## src/rtl/pio_pkg.sv

```systemverilog
// Shared constants for the multi-port parallel I/O peripheral:
// bus data width and the per-port register offsets.
package pio_pkg;

  localparam int BUS_W = 8;

  typedef logic [BUS_W-1:0] bus_data_t;
  typedef logic [1:0]       reg_off_t;

  localparam reg_off_t REG_DATA = 2'd0;
  localparam reg_off_t REG_DIR  = 2'd1;
  localparam reg_off_t REG_IEN  = 2'd2;
  localparam reg_off_t REG_STAT = 2'd3;

endpackage

```

## src/rtl/pio_port.sv

```systemverilog
// One parallel I/O port: output latch, direction, interrupt enable/status,
// two-flop input synchroniser and pin-change edge detection.
module pio_port
  import pio_pkg::*;
#(
  parameter int WIDTH           = 8,
  parameter int IRQ_RISING_ONLY = 0
) (
  input  logic             clk,
  input  logic             reset,
  input  logic             wr_en,
  input  logic [1:0]       offset,
  input  logic [BUS_W-1:0] wdata,
  output logic [BUS_W-1:0] rdata,
  output logic [WIDTH-1:0] pin_o,
  output logic [WIDTH-1:0] pin_oe,
  input  logic [WIDTH-1:0] pin_i,
  output logic             irq_req
);

  logic [WIDTH-1:0] data_q;
  logic [WIDTH-1:0] dir_q;
  logic [WIDTH-1:0] ien_q;
  logic [WIDTH-1:0] stat_q;
  logic [WIDTH-1:0] sync1;
  logic [WIDTH-1:0] sync2;
  logic [WIDTH-1:0] prev_q;
  logic [WIDTH-1:0] edge_hit;
  logic [WIDTH-1:0] clr_mask;

  always_comb begin
    if (IRQ_RISING_ONLY != 0) edge_hit = sync2 & ~prev_q;
    else                      edge_hit = sync2 ^ prev_q;
  end

  always_comb begin
    clr_mask = '0;
    if (wr_en && offset == REG_STAT) clr_mask = wdata[WIDTH-1:0];
  end

  // The set term is OR-ed in after the clear, so a new edge beats a
  // write-1-to-clear landing on the same bit in the same cycle.
  always_ff @(posedge clk) begin
    if (reset) begin
      data_q <= '0;
      dir_q  <= '0;
      ien_q  <= '0;
      stat_q <= '0;
      sync1  <= '0;
      sync2  <= '0;
      prev_q <= '0;
    end else begin
      sync1  <= pin_i;
      sync2  <= sync1;
      prev_q <= sync2;
      stat_q <= (stat_q & ~clr_mask) | (edge_hit & ien_q);
      if (wr_en) begin
        case (offset)
          REG_DATA: data_q <= wdata[WIDTH-1:0];
          REG_DIR:  dir_q  <= wdata[WIDTH-1:0];
          REG_IEN:  ien_q  <= wdata[WIDTH-1:0];
          default:  ;
        endcase
      end
    end
  end

  // DATA reads return the synchronised pin, not the output latch.
  always_comb begin
    rdata = '0;
    case (offset)
      REG_DATA: rdata[WIDTH-1:0] = sync2;
      REG_DIR:  rdata[WIDTH-1:0] = dir_q;
      REG_IEN:  rdata[WIDTH-1:0] = ien_q;
      default:  rdata[WIDTH-1:0] = stat_q;
    endcase
  end

  assign pin_o   = data_q;
  assign pin_oe  = dir_q;
  assign irq_req = |(stat_q & ien_q);

endmodule

```

## src/rtl/pio_multi.sv

```systemverilog
// Multi-port PIO top: CPU bus strobe edge detection, port decode,
// registered read mux and the combined level interrupt.
module pio_multi
  import pio_pkg::*;
#(
  parameter int NPORTS          = 2,
  parameter int WIDTH           = 8,
  parameter int IRQ_RISING_ONLY = 0,
  parameter int ADDR_W          = $clog2(NPORTS) + 2
) (
  input  logic                    clk,
  input  logic                    reset,
  input  logic                    cs_n,
  input  logic                    we_n,
  input  logic                    oe_n,
  input  logic [ADDR_W-1:0]       addr,
  input  logic [BUS_W-1:0]        data_tx,
  output logic [BUS_W-1:0]        data_rx,
  output logic [NPORTS*WIDTH-1:0] port_o,
  output logic [NPORTS*WIDTH-1:0] port_oe,
  input  logic [NPORTS*WIDTH-1:0] port_i,
  output logic                    irq
);

  // Bus protocol: a write commits once on the leading edge of (!cs_n & !we_n);
  // a read (!cs_n & !oe_n) returns data one cycle later; write wins over read.
  logic              wr;
  logic              wr_prev;
  logic              wr_pulse;
  logic              rd;
  logic              addr_ok;
  logic [ADDR_W-1:0] port_sel;
  logic [1:0]        offset;
  logic [BUS_W-1:0]  rd_mux;
  logic [BUS_W-1:0]  port_rdata [NPORTS];
  logic [NPORTS-1:0] port_irq;

  assign wr       = !cs_n && !we_n;
  assign rd       = !cs_n && !oe_n && !wr;
  assign wr_pulse = wr && !wr_prev;
  assign port_sel = addr >> 2;
  assign offset   = addr[1:0];
  assign addr_ok  = port_sel < ADDR_W'(NPORTS);

  for (genvar p = 0; p < NPORTS; p++) begin : g_port
    pio_port #(
      .WIDTH           (WIDTH),
      .IRQ_RISING_ONLY (IRQ_RISING_ONLY)
    ) u_port (
      .clk     (clk),
      .reset   (reset),
      .wr_en   (wr_pulse && addr_ok && port_sel == ADDR_W'(p)),
      .offset  (offset),
      .wdata   (data_tx),
      .rdata   (port_rdata[p]),
      .pin_o   (port_o[p*WIDTH +: WIDTH]),
      .pin_oe  (port_oe[p*WIDTH +: WIDTH]),
      .pin_i   (port_i[p*WIDTH +: WIDTH]),
      .irq_req (port_irq[p])
    );
  end

  always_comb begin
    rd_mux = '0;
    for (int p = 0; p < NPORTS; p++) begin
      if (port_sel == ADDR_W'(p)) rd_mux = port_rdata[p];
    end
  end

  // wr_prev comes out of reset set, so a strobe still held across reset
  // must be released and re-asserted before it can commit.
  always_ff @(posedge clk) begin
    if (reset) begin
      wr_prev <= 1'b1;
      data_rx <= '0;
      irq     <= 1'b0;
    end else begin
      wr_prev <= wr;
      data_rx <= (rd && addr_ok) ? rd_mux : '0;
      irq     <= |port_irq;
    end
  end

endmodule
```

## config.mk

```make
export PLATFORM = sky130hd
export DESIGN_NAME = pio_multi
export DESIGN_NICKNAME = d
export VERILOG_FILES = /design/src/rtl/pio_pkg.sv /design/src/rtl/pio_port.sv /design/src/rtl/pio_multi.sv
export SDC_FILE = /design/constraint.sdc
export NUM_CORES = 1
export LEC_CHECK = 0
export ABC_AREA = 1
export CORE_MARGIN = 2
export CORE_UTILIZATION = 49
export DETAILED_ROUTE_END_ITERATION = 7
export GPL_TIMING_DRIVEN = 0
export PLACE_DENSITY_LB_ADDON = 0.15
export SLEW_MARGIN = 20
export SYNTH_ARGS = -nofsm -noshare
export SYNTH_HDL_FRONTEND = slang
export SYNTH_HIERARCHICAL = 1
export SYNTH_SLANG_ARGS = --single-unit
```

## constraint.sdc

```tcl
create_clock -name clk -period 1.25 [get_ports clk]
set_input_delay 0.25 -clock clk [delete_from_list [all_inputs] [get_ports clk]]
set_output_delay 0.25 -clock clk [all_outputs]
set_load 0.02 [all_outputs]
```

---- Word level (Yosys, flattened, before mapping) ----
Cells that the tools add are included.
word-level totals
  flip-flop bits (word level) ............. 122
  bits of input ports ..................... 32
  output and inout bits ................... 41
  logic and storage cells ................. 65
operators by class
  order comparisons ....................... 1
  eq/ne operators ......................... 3
  mux-type cells .......................... 6
  bitwise gates (word level) .............. 13
  reduce and logical (&&, ||, !) cells .... 25
operators with widths
  kind                  number
  $and A8 B8 Y8         6
  $pmux W8 S3           2
  $mux W8               4
  $not A8 Y8            2
  $or A8 B8 Y8          2
  $reduce_or A16 Y1     1
  $xor A8 B8 Y8         2
  $reduce_and A2 Y1     6
  $logic_and A1 B1 Y1   10
  $logic_not A1 Y1      5
  $eq A2 B2 Y1 const B  2
  $logic_not A3 Y1      1
  $eq A2 B1 Y1 const B  1
  $logic_not A2 Y1      1
  $lt A1 B2 Y1 const B  1
  $reduce_or A2 Y1      1
  $not A1 Y1            1

---- Depth between registers and ports, before layout ----
Gate-level depths: netlist (run 1).
  word-level depth ........................ 10
  mapped depth ............................ 9
  depth with buffers taken out ............ 8

---- Hierarchy ----
The synthesis (run 1) kept the hierarchy.
modules (own cells, without submodules)
  module     times used  cells an instance  area each (um2)  sequential area each (um2)
  pio_port   2           308                2275.9           1121.1
  pio_multi  1           73                 462.9            200.2

---- Worst setup path after synthesis (run 1) ----
OpenSTA, ideal clock, no wires.
  path type ............................... input -> register
  start point ............................. in addr[2]
  end point ............................... reg g_port[1].u_port.stat_q[3]
  setup time .............................. 0.132 ns
  arrival time ............................ 1.161 ns
  data required time ...................... 1.118 ns
  setup slack ............................. -0.044 ns
  cell stages on the path ................. 9
  buffers on the path ..................... 4
  cell sequence ........................... buf_6 -> buf_8 -> inv_1 -> nor2_1 -> buf_2 -> buf_2 -> nand4_1 -> nand2_1 -> a21oi_1
on the way
  cells in the longest elaborated chain, start to end .. 8
RTL lines
  item                    RTL line         source
  start: declaration      pio_multi.sv:16  input logic [ADDR_W-1:0] addr,
  $lt A1 B2 Y1            pio_multi.sv:43  assign addr_ok = port_sel < ADDR_W'(NPORTS);
  $logic_and A1 B1 Y1     pio_multi.sv:52  .wr_en (wr_pulse && addr_ok && port_sel == ADDR_W'(p)),
  $logic_and A1 B1 Y1 *   pio_multi.sv:52
  $logic_and A1 B1 Y1 *   pio_port.sv:38   if (wr_en && offset == REG_STAT) clr_mask = wdata[WIDTH-1:0];
  $mux W8 *               pio_port.sv:38
  $not A8 Y8 *            pio_port.sv:56   stat_q <= (stat_q & ~clr_mask) | (edge_hit & ien_q);
  $and A8 B8 Y8 *         pio_port.sv:56
  $or A8 B8 Y8 *          pio_port.sv:56
  end signal: assignment  pio_port.sv:56
  end: declaration        pio_port.sv:24   logic [WIDTH-1:0] stat_q;
Mark *: on every way between the ends. The rest lies on a longest branch, timed or not.
A chain may end at the register's enable or synchronous reset.

---- Worst setup path in the final report (run 1) ----
  start point ............................. reg wr_prev
  end point ............................... reg g_port[0].u_port.dir_q[1]
on the way
  cells in the longest elaborated chain, start to end .. 5
RTL lines
  item                              RTL line         source
  start: declaration                pio_multi.sv:28  logic wr_prev;
  start signal: assignment          pio_multi.sv:78  wr_prev <= wr;
  $logic_not A1 Y1                  pio_multi.sv:40  assign wr_pulse = wr && !wr_prev;
  $logic_and A1 B1 Y1               pio_multi.sv:40
  $logic_and A1 B1 Y1 (2 in a row)  pio_multi.sv:52
  $reduce_and A2 Y1 (no line)       n/a
  end signal: assignment            pio_port.sv:60   REG_DIR: dir_q <= wdata[WIDTH-1:0];
  end: declaration                  pio_port.sv:22   logic [WIDTH-1:0] dir_q;
No other way between the ends.

==> metrics, run 1 <==
Cells after Synth 689; Top-Level Pins 73; largest net degree at the start of global routing 17; syn avg cell area between 7 and 8 um^2; Hold Crit Start addr[2]; RR Endpoint g_port[0].u_port/pin_oe[1]; reg-to-reg setup timing slack -0.11 ns; Slowest cell on crit path dfxtp_1; Cell Rows 36; DRT Wirelength between 10000 and 15000 um; Hold Path Class input pin to flop; Final period util 1.09; critical path peak fanout 8; Switching Power 2.13 mW; minimum clock period 1.36 ns; Hold Crit Depth 5; violated checks negative setup slack; vias a little under 5000; worst stage delay on the critical path between 0.2 and 0.3 ns; Die ar. between 10000 and 15000 um^2; Inst Count DP 893; synth warn 6; Worst Path Arrival around 1.8 ns; Initial Util 0.508; register area share after synthesis 0.487; Detailed Place HPWL roughly 9000 um; endpoint class of the critical path flop; Total GRT Usage 0.257; clock sinks between 100 and 150; # DRC 0; Hold WS ~0.093 ns; Setup CP Type flop to flop; setup violators final 51; FF+latch count, synth 122; leakage power 2.98 nW; crit path cell chain nand3b_1 > nor2_1 > buf_6 > buf_4 > nand3_1 > a21oi_2; delay-heaviest family, CP simple AND/OR/NAND/NOR gates; Internal Dissipation roughly 8.0 mW; core area 9860 um^2; Worst-path clk slew 0.06 ns; Worst EP required ~1.7 ns; Layout Cells excl Fill between 900 and 1000; Worst-Margin Slew 0.606 ns; first-pass GRT wire length 22000 um; GPL Wtd Cong roughly 0.94; relative slew slack 0.596; Final TNS setup -1.74 ns; TritonCTS clock tree yes; Hold Vio Cnt, Final 0; Hold EP data_rx[0]; diode count 0; Comb pwr share 0.062; initial antenna violation count 0; clock share of power 0.540; TritonCTS Buffers 17; final global-route overflow total 0; Final Total Pwr between 10 and 15 mW; worst clock skew slightly below 0.007 ns; r2r startpoint wr_prev; status complete, but fails checks; drt via density between 5 and 6; Max Cap Viol 0; Net Count, Synth between 700 and 800; Port Buffer Count 71; Worst VDD drop about 940 uV; share of power burned in registers 0.397; share of layout cells above drive strength 1 0.235; switching portion of total power 0.211; Die X around 110 um; RSZ-0062 raised after global routing true; critical path depth in cells 6; NumNets Final roughly 840; DRT iter0 DRCs 462; mapped cell area 5010 um^2; area grow syn2layout 39.2%; Setup WS post-layout -0.112 ns; Initial DRT Pass Iterations 5; Max Slew Vio Count 0; crit path launch type flop; Filler cells between 700 and 800; vias in the first global route about 4500; post-DR wirelength/cell 14.6 um; DRT antenna net count 0; Fmax between 0.7 and 0.8 GHz; pwr dens about 1400 nW/um^2; CTS root buffer clkbuf_8; Buf/Inv on CP 2; clock tree buffer depth 2; clk_lat worst skew 0.52 ns; FF-to-FF path depth 6; # H-tree levels 4; die height about 110 um; Synth cell types 17
## state kept, by name (all words and copies together), names as in the netlist
name and flops:
g_port.u_port/prev_q 16, wr_prev 1, g_port.u_port/stat_q 16, g_port.u_port/pin_oe 16, g_port.u_port/ien_q 16, data_rx 8, irq 1, g_port.u_port/sync1 16
g_port.u_port/pin_o 16, g_port.u_port/sync2 16
## layout by cell type (no fill, tap or decap), types with 2 or more instances in the layout
| cell type | synthesis | final |
|---|---|---|
| nand2_1 | 178 | 170 |
| nor2_1 | 108 | 108 |
| inv_1 | 92 | 90 |
| dfxtp_1 | 122 | 82 |
| buf_6 | 5 | 52 |
| a21oi_1 | 52 | 49 |
| nand3_1 | 49 | 48 |
| dfxtp_2 | 0 | 40 |
| nand4_1 | 32 | 32 |
| clkdlybuf4s50_1 | 0 | 28 |
| buf_4 | 0 | 23 |
| clkbuf_16 | 0 | 16 |
| o21ai_1 | 0 | 8 |
| o21ai_2 | 0 | 7 |
| buf_8 | 5 | 6 |
| bufinv_16 | 0 | 6 |
| clkbuf_1 | 4 | 6 |
| nand2_2 | 0 | 6 |
| buf_2 | 12 | 6 |
| nor2_8 | 4 | 4 |
| nand3b_1 | 3 | 3 |
| nor2_2 | 3 | 3 |
| clkbuf_8 | 0 | 3 |
| clkinvlp_4 | 0 | 3 |
| clkinv_4 | 2 | 3 |
| nand2_4 | 2 | 3 |
| a21oi_2 | 0 | 3 |
| inv_2 | 0 | 2 |
| clkbuf_2 | 0 | 2 |
## power by group through the flow
| stage | clock (mW) | combinational [mW] | sequential (mW) |
|---|---|---|---|
| floorplan | 0 | 0.315 | 4.09 |
| global placement | 0 | 0.559 | 4.09 |
| detailed placement | 0 | 0.570 | 4.09 |
| CTS | 5.51 | 0.604 | 4.01 |
| global route | 5.72 | 0.677 | 4.02 |
| finish | 5.46 | 0.627 | 4.01 |
## logic make-up after synthesis
kind of cell | Yosys count | synth area share
compound gates | 68 | 0.0679
buf+inv | 120 | 0.114
flops | 122 | 0.487
simple gates | 379 | 0.332
## per-layer routing
metal	vias to the layer above	global-route usage	wire length (um)
met5	-	0	0
met4	0	0.125	461
met3	38	0.0568	1210
met2	247	0.406	6230
met1	2198	0.331	5960
li1	2388	-	-
## worst min-delay path, cell delays in order
cell and delay (ns):
buf_6 0.11, nand2_1 0.05, inv_1 0.05, nor2_1 0.04, nor2_1 0.08
## repair_timing
| item | in CTS | in global routing |
|---|---|---|
| setup endpoints to repair | 105 | 108 |
| gates cloned | 3 | 0 |
| gates resized for setup | 299 | 47 |
| hold buffers | 0 | 0 |
| pin swaps | 5 | 7 |
| setup buffers | 19 | 4 |
## worst max-delay path by stage
stage                                           from                          to  slack, ns
after global routing                         wr_prev  g_port[0].u_port/stat_q[3]      -0.20
final                                        wr_prev  g_port[0].u_port/pin_oe[1]      -0.11
after global placement                       addr[0]                  data_rx[3]      -0.78
after detailed placement                     addr[0]                  data_rx[3]      -0.80
after floorplan                              addr[2]  g_port[0].u_port/stat_q[3]     0.0006
after CTS                 g_port[1].u_port/pin_oe[2]                 port_oe[10]      -0.11
## stage by stage
| step | worst slack, ns | instance area [um^2] | utilization |
|---|---|---|---|
| after floorplan | 0.000638 | 5020 | - |
| after global placement | -0.783 | 5900 | 0.598 |
| after global routing | -0.196 | 6980 | 0.708 |
| final | -0.112 | 6980 | 0.708 |
| after CTS | -0.113 | 6870 | 0.696 |
| after detailed placement | -0.800 | 5900 | 0.598 |
## cell type report
cell class | instances | area (um^2) | share of cell area
Multi-Input combinational cell | 447 | 2090 | 0.300
Clock buffer | 21 | 449 | 0.0643
Tap cell | 133 | 166 | 0.0238
Inverter | 94 | 363 | 0.0520
Buffer | 26 | 248 | 0.0355
Clock inverter | 11 | 216 | 0.0310
Sequential cell | 122 | 2490 | 0.357
Timing Repair Buffer | 96 | 956 | 0.137
## synth_stat cells, drive strengths merged
master    n  share of area
nand2   180           0.14
dfxtp   122           0.49
nor2    115           0.10
inv      92          0.069
a21oi    52          0.052
nand3    49          0.049
nand4    32          0.040
buf      22          0.038
o21ai    16          0.016
clkbuf    4         0.0030
nand3b    3         0.0045
clkinv    2         0.0035
Power figures use the tool's default switching activity.
==> run 2: changes to the inputs <==
Settings changed: ABC_AREA 1 to default, GPL_TIMING_DRIVEN 0 to default, PLACE_DENSITY_LB_ADDON 0.15 to 0.08.
==> run 2 against run 1 <==
Effect of this change:
- the run still ends with negative setup slack left
- critical endpoint is now g_port[1].u_port/pin_o[1]
- sequential share of layout area grew 0.17 points
- maximum frequency is 1.3% lower
- clock power fell by 11%
- utilization is 2.9 points lower
==> metrics, run 2 <==
status complete, but fails checks; violated checks negative setup slack; commonest non-fill, non-tap cell in the layout dfxtp_1; Total GRT Usage 0.220 (-0.0365); number of synthesized flops with an enable pin 0 (unchanged); relative slew slack 0.728 (+0.133); clk_lat worst skew 0.50 ns (-0.02 ns); initial antenna violation count 0 (unchanged); Hold Crit Depth 3 (-2); origin of the worst setup path wr_prev; Detailed Place HPWL 8020 um (-11%); Main synth FF type dfxtp_1; minimum clock period 1.38 ns (+0.0175 ns); Hold Vio Cnt, Final 0 (unchanged); Hold WS 0.114 ns (+0.0206 ns); worst clock skew 0.0137 ns (+0.00690 ns); Worst Path Arrival 1.77 ns (-0.05 ns); RR Endpoint g_port[1].u_port/pin_o[1]; post-DR wirelength/cell 17.0 um (+16%); DRT iter0 DRCs 139 (-70%); area leader, netlist dfxtp_1; share of layout cells above drive strength 1 0.330 (+0.0953); GPL Wtd Cong 0.809 (-14%); crit path cell chain nor4b_4 > buf_4 > or3b_4 > mux2i_1; Worst EP required 1.64 ns (-0.06 ns); leakage power 2.85 nW (-4.3%); # H-tree levels 4 (unchanged); clock tree buffer depth 2 (unchanged); Slowest cell on crit path or3b_4; RSZ-0062 raised after global routing true; die height 106 um (+0.77%); Initial Util 0.498 (-0.0104); critical path peak fanout 6 (-2); Fmax 0.725 GHz (-1.3%); first-pass GRT wire length 18700 um (-15%); syn avg cell area 11.7 um^2 (+61%); mapped cell area 5090 um^2 (+1.6%); top cell type's share of synthesized area 0.479 (-0.00765); largest net degree at the start of global routing 44 (+27); FF-to-FF path depth 4 (-2); worst stage delay on the critical path 0.42 ns (+0.13 ns); crit path launch type flop; FF+latch count, synth 122 (unchanged); DRT Wirelength 11600 um (-16%); register area share after synthesis 0.479 (-0.00765); Net Count, Synth 466 (-35%); Die X 106 um (+0.77%); Synth cell types 28 (+11); Worst VDD drop 1120 uV (+19%); DRT antenna net count 0 (unchanged); Port Buffer Count 72 (+1.4%); setup violators final 52 (+2.0%); Die ar. 11200 um^2 (+1.5%); Worst-Margin Slew 0.408 ns (-0.199 ns); vias 3496 (-28%); Initial DRT Pass Iterations 4 (-1); Top-Level Pins 73 (unchanged); Cell Rows 37 (+2.8%); most frequent cell after synthesis dfxtp_1; clock sinks 122 (unchanged); Worst-path clk slew 0.06 ns (about the same); synth cell count leaders dfxtp_1, nand2b_1, mux2i_1; worst setup path end g_port[1].u_port/pin_o[1]; Hold Path Class input pin to flop; reg-to-reg setup timing slack -0.13 ns (-0.02 ns); vias in the first global route 3506 (-21%); Max Cap Viol 0 (unchanged); synth warn 6 (unchanged); Setup WS post-layout -0.130 ns (-0.0175 ns); TritonCTS clock tree yes; drt via density 5.11 (-0.32%); NumNets Final 569 (-32%); endpoint class of the critical path flop; # DRC 0 (unchanged); TritonCTS Buffers 17 (unchanged); Final period util 1.10 (+0.0140); Post-synth ARST share 0 (unchanged); Final TNS setup -2.96 ns (-1.22 ns); core area 10200 um^2 (+3.7%); diode count 0 (unchanged); pwr dens 1360 nW/um^2 (-5.8%); CTS root buffer clkbuf_8; r2r startpoint wr_prev; largest cells by area after synthesis dfxtp_1, mux2i_1, mux4_1, nand2b_1, nor2b_1; area grow syn2layout 36.3%; final global-route overflow total 0 (unchanged); most frequent cells in the layout dfxtp_1, nand2b_1, mux2i_1; Cells after Synth 434 (-37%); Setup CP Type flop to flop; Max Slew Vio Count 0 (unchanged)
run 2: timing repair:
action	CTS	global route
resized for setup	264	54
hold buffers	0	0
setup endpoints to repair	109	100
pin swaps	5	3
gates cloned	1	0
setup buffers	5	4
run 2: logic make-up after synthesis:
family | after synthesis | share of synthesized area
and+or+nand+nor | 151 | 0.201
DFF | 122 | 0.479
muxes | 72 | 0.193
xor gates and xnor gates | 16 | 0.0275
AOI/OAI and AO/OA | 25 | 0.0437
buffers and inverters | 48 | 0.0562
run 2: per-layer routing:
| metal | part of all wire | wire length (um) | GRT usage | up-vias |
|---|---|---|---|---|
| li1 | - | - | - | 1727 |
| met1 | 0.48 | 5520 | 0.301 | 1679 |
| met2 | 0.47 | 5460 | 0.347 | 84 |
| met3 | 0.048 | 554 | 0.0601 | 6 |
| met4 | 0.0055 | 64 | 0.0592 | 0 |
| met5 | 0 | 0 | 0 | - |
run 2: worst max-delay path: cells and delay by family, from the launching register on:
kind | cells | cell delay [ns]
muxes | 1 | 0.13
and+or+nand+nor | 2 | 0.61
buffers and inverters | 1 | 0.17
DFF | 1 | 0.36
run 2: worst min path at each step:
stage                              startpoint                   endpoint  slack [ns]
global route                            reset                 data_rx[2]        0.11
global placement    g_port[1].u_port/sync1[1]  g_port[1].u_port/sync2[1]        0.42
finish                                  reset                 data_rx[2]        0.11
floorplan                               reset                        irq        0.32
detailed placement  g_port[1].u_port/sync1[7]  g_port[1].u_port/sync2[7]        0.42
CTS                                     reset                 data_rx[2]         0.1
run 2: layout make-up:
class / count / area (um^2)
fill: 775 / 3290
multi-input combinational: 264 / 2450
clock inverter: 7 / 115
sequential: 122 / 2490
timing repair buffer: 116 / 1180
tap: 136 / 170
inverter: 16 / 60.1
clock buffer: 23 / 477
run 2: through the flow:
stage	worst slack, ns	utilization	power (mW)	area [um^2]	std cells
detailed placement	-0.826	0.596	4.65	6100	648
global placement	-0.725	0.596	4.65	6100	648
finish	-0.130	0.679	9.46	6950	684
floorplan	-0.122	-	4.41	5140	434
global route	-0.212	0.679	9.81	6950	684
CTS	-0.199	0.662	9.55	6780	683
run 2: power breakdown:
part           total, mW  internal, mW  switching, mW  leakage (nW)
clock               4.85          3.22           1.63         0.286
combinational      0.601         0.336          0.265          1.56
sequential          4.01          3.96         0.0453          1.01
total               9.46          7.52           1.94          2.85
==> run 3: changes to the inputs <==
Settings changed: SETUP_SLACK_MARGIN from default to 0.05.
==> run 3 against run 2 <==
Effect of this change:
- sequential share of layout area shrank 0.096 points
- the run still ends with negative setup slack left
- power grew 3.8%
- wire length grew 4.0%
- clock skew shrank 0.0016 ns
- largest cell class unchanged
- critical endpoint is now g_port[1].u_port/stat_q[5]
- maximum frequency shrank 0.90%
==> metrics, run 3 (same netlist as run 2, synthesis figures left out) <==
endpoint class of the critical path flop; area grow syn2layout 37.3%; status complete, but fails checks; Final Total Pwr 9.82 mW (+3.8%); Worst Path Arrival 1.79 ns (+0.02 ns); Final TNS setup -3.55 ns (-0.593 ns); final global-route overflow total 0 (unchanged); GPL Wtd Cong 0.812 (+0.40%); first-pass GRT wire length 19400 um (+3.6%); Fmax 0.718 GHz (-0.90%); Post-Route Utilization 0.684 (+0.00489); diode count 0 (unchanged); DRT antenna net count 0 (unchanged); Worst EP required 1.64 ns (about the same); commonest non-fill, non-tap cell in the layout dfxtp_1; die height 106 um (unchanged); core area 10200 um^2 (unchanged); dpl ws -0.749 ns (+0.0770 ns); Filler cells 765 (-1.3%); critical path peak fanout 3 (-3); cell area after placement 6010 um^2 (-1.5%); post-DR wirelength/cell 17.6 um (+3.6%); Setup CP Type flop to flop; Hold Vio Cnt, Final 0 (unchanged); Post-Layout Inst Area 7000 um^2 (+0.72%); Max Cap Viol 0 (unchanged); minimum clock period 1.39 ns (+0.0125 ns); # H-tree levels 4 (unchanged); Initial DRT Pass Iterations 4 (unchanged); vias 3601 (+3.0%); Die X 106 um (unchanged); # hold bufs at CTS 0 (unchanged); share of layout cells above drive strength 1 0.368 (+0.0381); Layout Cells excl Fill 687 (+0.44%); vias in the first global route 3666 (+4.6%); clock sinks 122 (unchanged); leakage power 2.81 nW (-1.4%); Setup WS post-layout -0.142 ns (-0.0125 ns); Inst Count DP 638 (-1.5%); Die ar. 11200 um^2 (unchanged); most frequent cells in the layout dfxtp_1, nand2b_1, mux2i_1; # DRC 0 (unchanged); drt via density 5.24 (+2.6%); Max Slew Vio Count 0 (unchanged); initial antenna violation count 0 (unchanged); Initial Util 0.498 (unchanged); Total GRT Usage 0.228 (+0.00712); Sequential Area 2500 um^2 (+0.45%); Cell Rows 37 (unchanged); Worst VDD drop 929 uV (-17%); TritonCTS Buffers 17 (unchanged); clock tree buffer depth 2 (unchanged); CTS root buffer clkbuf_8; worst clock skew 0.0121 ns (-0.00157 ns); multi-input logic area 2380 um^2 (-2.9%); Hold WS 0.108 ns (-0.00545 ns); DRT Wirelength 12100 um (+4.0%); Worst-path clk slew 0.06 ns (about the same); Port Buffer Count 72 (unchanged); clk_lat worst skew 0.52 ns (+0.02 ns); violated checks negative setup slack; DRT iter0 DRCs 151 (+8.6%); crit path launch type flop; TritonCTS clock tree yes; RSZ-0062 raised after global routing true; Final period util 1.11 (+0.0100); Top-Level Pins 73 (unchanged); Hold Path Class input pin to flop; relative slew slack 0.744 (+0.0158); pwr dens 1400 nW/um^2 (+3.0%); Worst-Margin Slew 0.384 ns (-0.0237 ns); Detailed Place HPWL 7840 um (-2.3%); largest net degree at the start of global routing 80 (+82%); setup violators final 51 (-1.9%); NumNets Final 570 (+0.18%)
==> run 3: cell types whose count changed in the layout (fill, tap and decap cells not counted), moves of 3 or more <==
cell	delta
buf_6	+7
dlygate4sd2_1	+3
mux4_1	-10
o32ai_1	+4
buf_4	-7
mux4_2	+10
dfxtp_1	-11
o32ai_2	-4
dfxtp_2	+12
==> run 3: what timing repair did <==
action,4_1_cts,5_1_grt
resized for setup,307,17
cloned,2,0
pin swaps,4,5
endpoints found under the setup margin,110,110
buffers inserted,10,5
endpoints found under the hold margin,0,0
==> run 3: cell type report <==
class                   instances  area share
clock buffers                  21      0.0671
repair buffers                117       0.178
inverters                      16     0.00859
clock inverters                11      0.0238
flip-flops and latches        122       0.358
multi-input cells             264       0.340
well taps                     136      0.0243
==> run 3: worst max-delay path, cell delays in order (launching register included) <==
cell and delay, ns:
dfxtp_2 0.34, nor4b_4 0.26, buf_4 0.17, buf_4 0.09, buf_4 0.10, and4_2 0.23
o32ai_2 0.07
==> run 3: power breakdown <==
group          internal, mW  switching [mW]
clock                  3.44            1.76
sequential             3.96          0.0438
combinational         0.335           0.268
total                  7.74            2.08
==> run 3: routing by layer <==
metal  part of all wire  track usage  vias to the layer above
li1                   -            -                     1725
met1               0.46        0.305                     1739
met2               0.48        0.363                      116
met3              0.049       0.0509                       21
met4              0.018       0.0818                        0
met5                  0            0                        -
==> run 3: worst paths after layout <==
kind | from | to | slack, ns | depth (start not counted)
setup / recovery | wr_prev | g_port[1].u_port/stat_q[5] | -0.14 | 6
hold / removal | reset | data_rx[5] | 0.11 | 3
setup reg to reg | wr_prev | g_port[1].u_port/stat_q[5] | -0.14 | 6
hold reg to reg | g_port[1].u_port/sync1[2] | g_port[1].u_port/sync2[2] | 0.43 | 1
